### src/rtl/bit_index_scanner_if.sv
// Stream bundle for bit_index_scanner: mask word in, one set-bit index out per beat.
// Both sides use valid/ready: a beat transfers on a cycle where valid && ready; valid never drops without a transfer.
interface bit_index_scanner_if #(
  parameter int Width = 32
);
  localparam int IdxWidth = $clog2(Width);

  logic [Width-1:0]    in_data_i;
  logic                in_valid_i;
  logic                in_ready_o;
  logic [IdxWidth-1:0] out_index_o;
  logic                out_last_o;
  logic                out_valid_o;
  logic                out_ready_i;

  modport master (
    output in_data_i, in_valid_i, out_ready_i,
    input  in_ready_o, out_index_o, out_last_o, out_valid_o
  );

  modport slave (
    input  in_data_i, in_valid_i, out_ready_i,
    output in_ready_o, out_index_o, out_last_o, out_valid_o
  );
endinterface

### src/rtl/bit_index_scanner.sv
// Multi-hot to index stream: emits the index of every set bit of a word, LSB-first.
// Define BIT_INDEX_SCANNER_MSB_FIRST_EN to scan MSB-first instead.
module bit_index_scanner #(
  parameter  int Width    = 32,
  localparam int IdxWidth = $clog2(Width)
) (
  input  logic               clk_i,
  input  logic               rst_i,
  bit_index_scanner_if.slave bus,
  output logic               busy_o,
  output logic               dbg_scan_o
);

  typedef enum logic {IDLE = 1'b0, SCAN = 1'b1} state_t;

  state_t              r_state;
  logic [Width-1:0]    r_mask;
  logic [IdxWidth-1:0] w_idx;
  logic [Width-1:0]    w_onehot;
  logic                w_last;

  // Later loop iterations win, so the loop direction picks the priority end.
  always_comb begin
    w_idx    = '0;
    w_onehot = '0;
`ifdef BIT_INDEX_SCANNER_MSB_FIRST_EN
    for (int i = 0; i < Width; i++) begin
`else
    for (int i = Width - 1; i >= 0; i--) begin
`endif
      if (r_mask[i]) begin
        w_idx       = IdxWidth'(i);
        w_onehot    = '0;
        w_onehot[i] = 1'b1;
      end
    end
  end

  assign w_last = (r_mask != '0) && ((r_mask & (r_mask - Width'(1))) == '0);

  always_ff @(posedge clk_i) begin
    if (rst_i) begin
      r_state <= IDLE;
      r_mask  <= '0;
    end else begin
      case (r_state)
        IDLE: begin
          if (bus.in_valid_i && (bus.in_data_i != '0)) begin
            r_mask  <= bus.in_data_i;
            r_state <= SCAN;
          end
        end
        SCAN: begin
          if (bus.out_ready_i) begin
            r_mask <= r_mask & ~w_onehot;
            if (w_last) r_state <= IDLE;
          end
        end
        default: r_state <= IDLE;
      endcase
    end
  end

  assign bus.in_ready_o  = (r_state == IDLE);
  assign bus.out_valid_o = (r_state == SCAN);
  assign bus.out_index_o = w_idx;
  assign bus.out_last_o  = w_last;
  assign busy_o          = (r_state == SCAN);
  assign dbg_scan_o      = (r_state == SCAN);

endmodule

### src/flat_wrapper.sv
// flat-port wrapper written by rule: the top's interface ports become plain ports
module bit_index_scanner_flat 
#(
  parameter  int Width    = 32,
  localparam int IdxWidth = $clog2(Width)
)
  (clk_i, rst_i, busy_o, dbg_scan_o, bus_in_data_i, bus_in_valid_i, bus_out_ready_i, bus_in_ready_o, bus_out_index_o, bus_out_last_o, bus_out_valid_o);
  bit_index_scanner_if #(.Width(Width)) bus_i ();
  input  logic clk_i;
  input  logic rst_i;
  output logic busy_o;
  output logic dbg_scan_o;
  input wire logic [$bits(bus_i.in_data_i)-1:0] bus_in_data_i;
  input wire logic [$bits(bus_i.in_valid_i)-1:0] bus_in_valid_i;
  input wire logic [$bits(bus_i.out_ready_i)-1:0] bus_out_ready_i;
  output wire logic [$bits(bus_i.in_ready_o)-1:0] bus_in_ready_o;
  output wire logic [$bits(bus_i.out_index_o)-1:0] bus_out_index_o;
  output wire logic [$bits(bus_i.out_last_o)-1:0] bus_out_last_o;
  output wire logic [$bits(bus_i.out_valid_o)-1:0] bus_out_valid_o;
  assign bus_i.in_data_i = bus_in_data_i;
  assign bus_i.in_valid_i = bus_in_valid_i;
  assign bus_i.out_ready_i = bus_out_ready_i;
  assign bus_in_ready_o = bus_i.in_ready_o;
  assign bus_out_index_o = bus_i.out_index_o;
  assign bus_out_last_o = bus_i.out_last_o;
  assign bus_out_valid_o = bus_i.out_valid_o;
  bit_index_scanner #(.Width(Width)) u_core (.clk_i(clk_i), .rst_i(rst_i), .bus(bus_i), .busy_o(busy_o), .dbg_scan_o(dbg_scan_o));
endmodule
### config.mk
export PLATFORM = sky130hd
export DESIGN_NAME = bit_index_scanner_flat
export DESIGN_NICKNAME = d
export VERILOG_FILES = /design/src/rtl/bit_index_scanner_if.sv /design/src/rtl/bit_index_scanner.sv /design/src/flat_wrapper.sv
export SDC_FILE = /design/constraint.sdc
export NUM_CORES = 1
export LEC_CHECK = 0
export ABC_CLOCK_PERIOD_IN_PS = 4300
export CAP_MARGIN = 20
export CORE_ASPECT_RATIO = 0.7
export CORE_UTILIZATION = 40
export CTS_CLUSTER_DIAMETER = 100
export DETAILED_ROUTE_END_ITERATION = 8
export DONT_BUFFER_PORTS = 1
export SLEW_MARGIN = 20
export SYNTH_ARGS = -nofsm -noshare
export SYNTH_HDL_FRONTEND = slang
export SYNTH_SLANG_ARGS = --single-unit
### constraint.sdc
create_clock -name clk_i -period 4.3 [get_ports clk_i]
set_clock_uncertainty 0.15 [all_clocks]
set_input_delay 0.86 -clock clk_i [delete_from_list [all_inputs] [get_ports clk_i]]
set_output_delay 0.86 -clock clk_i [all_outputs]
set_load 0.1 [all_outputs]
==> impl_metrics.ini <==
[die]
die-height_um = 65.68
fp.coreArea_mm2 = 0.005395
die_w_um = 92.97
start_util_pct = 42.95
row_count = 22
number_of_i_o_pins = 46
die_area_mm2 = 0.006106

[synth]
synth-seq-area-share_pct = 28.51
post_synth_num_cell_types = 49
gate_count_of_the_mapped_netlist = 336
yosys-top-cells-count = 54 x a21oi_1, 44 x nand2_1, 40 x o21ai_0
synth_area_leaders = dfxtp_1 29%, a21oi_1 12%, o21ai_0 8.6%, nand2_1 7.1%, nor2_1 5.8%
yosysMostFrequentCell = a21oi_1
yosysTopAreaCell = dfxtp_1
synth_enable_flop_cells = 0
syn_area_mm2 = 0.002317
flops_latches_synth = 33
synthArstFlopShare_pct = 0
postSynthNetCount = 372
yosys_warnings = 0
synthesis.area_per_instance_um2 = 6.896
synth_ff_type = dfxtp_1
synth_top_area_share_pct = 28.51

[critical_path]
critPathBufInv = 1
cp_slowest_stage_delay_ps = 570
crit_family = simple AND/OR/NAND/NOR gates
required_ps = 3290
timing.critical_path.cells = nor4_2, and4_1, nand2_1, a211oi_1, nand4b_1, nor4_2, nor3b_4, buf_12
timing.critical_path.slowest_stage_cell = nor4_2
critical_path_class = register to primary output
critical_path.startpoint_type = register
cp_data_arrival_time_ps = 3060
critical_path.endpoint_type = primary output
critical_path.max_fanout = 9
critical-path-top-cell-by-count = nor4_2

[place]
place_congestion = 0.8907
dp.final_hpwl_um = 5507
dpl_worst_slack_ps = 678.7
place.detailed.instances = 396
numPortBuffers = 0

[global_route]
grt_antenna_before_repair = 0
gr-usage-met3_pct = 6.597
grt.total_usage_pct = 25.95
first_global_vias = 2295
grt_util_met1_pct = 42.28
grt_max_degree = 34
global_route.peak_usage_layer = met1
use_met2_pct = 31.62
grt_first_pass_wirelength_um = 12200
grt_overflow_total = 0

[clock_tree]
number_of_clock_sinks = 33
post_cts.resized_instances = 0
cts_hold_buf = 0
tritoncts = yes
worst_skew_pair.late_latency_ps = 290
htree_levels = 2
numCtsBuffers = 5
cts_root_buf = clkbuf_8
cts.repair_timing.setup_buffer_count = 0
clk_transition_reported_paths_ps = 70
longest_clk_path_bufs = 2

[timing]
tightest_slew_ps = 985.3
timing_hold_violations_final = 0
totalNegativeSetupSlack_ps = 0
period_share_pct = 94.59
slew_viol_final = 0
timing.final.setup_violations = 0
grt_setup_unrepaired = false
clock.fmax_ghz = 0.2459
max-slew-margin-rel_pct = 34.22
layout_min_cycle_time_ps = 4067
holdWs_ps = 366.2
final_setup_margin_ps = 232.8

[final_layout]
stdcell_count = 404
post_route_cells_drive_above_1_share_pct = 11.75
numnets_final = 367
fillerInstances = 561
antenna_cells = 0
areaGrowthSynthToFinish_pct = 10.15

[route]
drt_pass1_iterations = 5
post-route-drc-count = 0
viasPerCell = 6.277
antenna_violating_nets_post_route = 0
dr.first_iter.drc_count = 284
dr_total_vias = 2536
detail_route.wirelength_um = 7508
wl_per_cell_um = 18.58

[power_and_ir_drop]
vdd_ir_drop_max_mv = 0.2450
static-leakage-power_nw = 0.8761
fin_total_pwr_mw = 1.050
power_density_over_the_cells_mw_per_mm2 = 411.2

[worst_hold_path]
hp-class = register to register

[run]
drv_cap = 0

[run_status]
outcome = completed
final timing paths:
kind                                             start                 to  slack [ps]  depth (start not counted)
worst max-delay path                 u_core.r_mask[12]     bus_out_last_o         230                          8
worst min-delay path                 u_core.r_mask[29]  u_core.r_mask[29]         370                          2
worst max register to register  u_core.bus.out_valid_o  u_core.r_mask[15]        1530                          5
worst min register to register       u_core.r_mask[29]  u_core.r_mask[29]         370                          2
tightest hold or removal path, stage by stage, from the launching register on:
cell     delay [ps]
dfxtp_1         340
o21ai_0          80
a21oi_1          60
layer usage:
metal	part of all wire [%]	routed length [um]	up-vias
met3	9.8	738	9
met1	52	3907	1183
met2	37	2792	121
met5	0	0	-
li1	-	-	1223
met4	0.93	70	0
kinds of logic after synthesis:
logic type,count (synthesis),share of synthesized area (%)
AOI/OAI and AO/OA,132,33.32
adders and majority gates,1,0.4320
buffers and inverters,37,6.749
DFF,33,28.51
and+or+nand+nor,133,30.99
report_power, final:
part	total (mW)	internal, mW	switching (mW)
Sequential	0.364	0.325	0.0392
Clock	0.266	0.145	0.121
Combinational	0.420	0.129	0.290
registers in the layout, summed over array words and instances, names as in the netlist:
signal / flops
u_core.r_mask: 32
u_core.bus.out_valid_o: 1
layout by cell type, fill, tap and decap left out, types with 3 or more instances in the layout:
master | synthesis | layout
a211oi_1 | 5 | 5
a21oi_1 | 54 | 53
a31oi_1 | 6 | 5
buf_4 | 2 | 11
clkbuf_8 | 0 | 7
dfxtp_1 | 33 | 32
inv_1 | 13 | 12
nand2_1 | 44 | 44
nand3_1 | 4 | 4
nand4_1 | 3 | 3
nor2_1 | 36 | 35
nor3_1 | 10 | 10
nor4_1 | 12 | 12
nor4_2 | 3 | 3
nor4_4 | 3 | 3
o21ai_0 | 40 | 39
or3_1 | 3 | 3
or4_1 | 4 | 4
per-stage QoR:
stage	utilization (%)	instance area (um^2)
after floorplan	-	2323
after global placement	45.43	2451
after detailed placement	45.43	2451
after CTS	47.31	2552
after global routing	47.31	2552
final	47.31	2552
layout make-up:
cell class	count	area (um^2)	share of cell area, %
tap	72	90.09	3.529
timing repair buffer	12	102.6	4.020
clock inverter	1	5.005	0.1961
sequential	33	664.4	26.03
clock buffer	7	96.34	3.775
multi-input combinational	266	1545	60.54
inverter	13	48.80	1.912
Note: power is estimated with default switching activity, not from simulation.
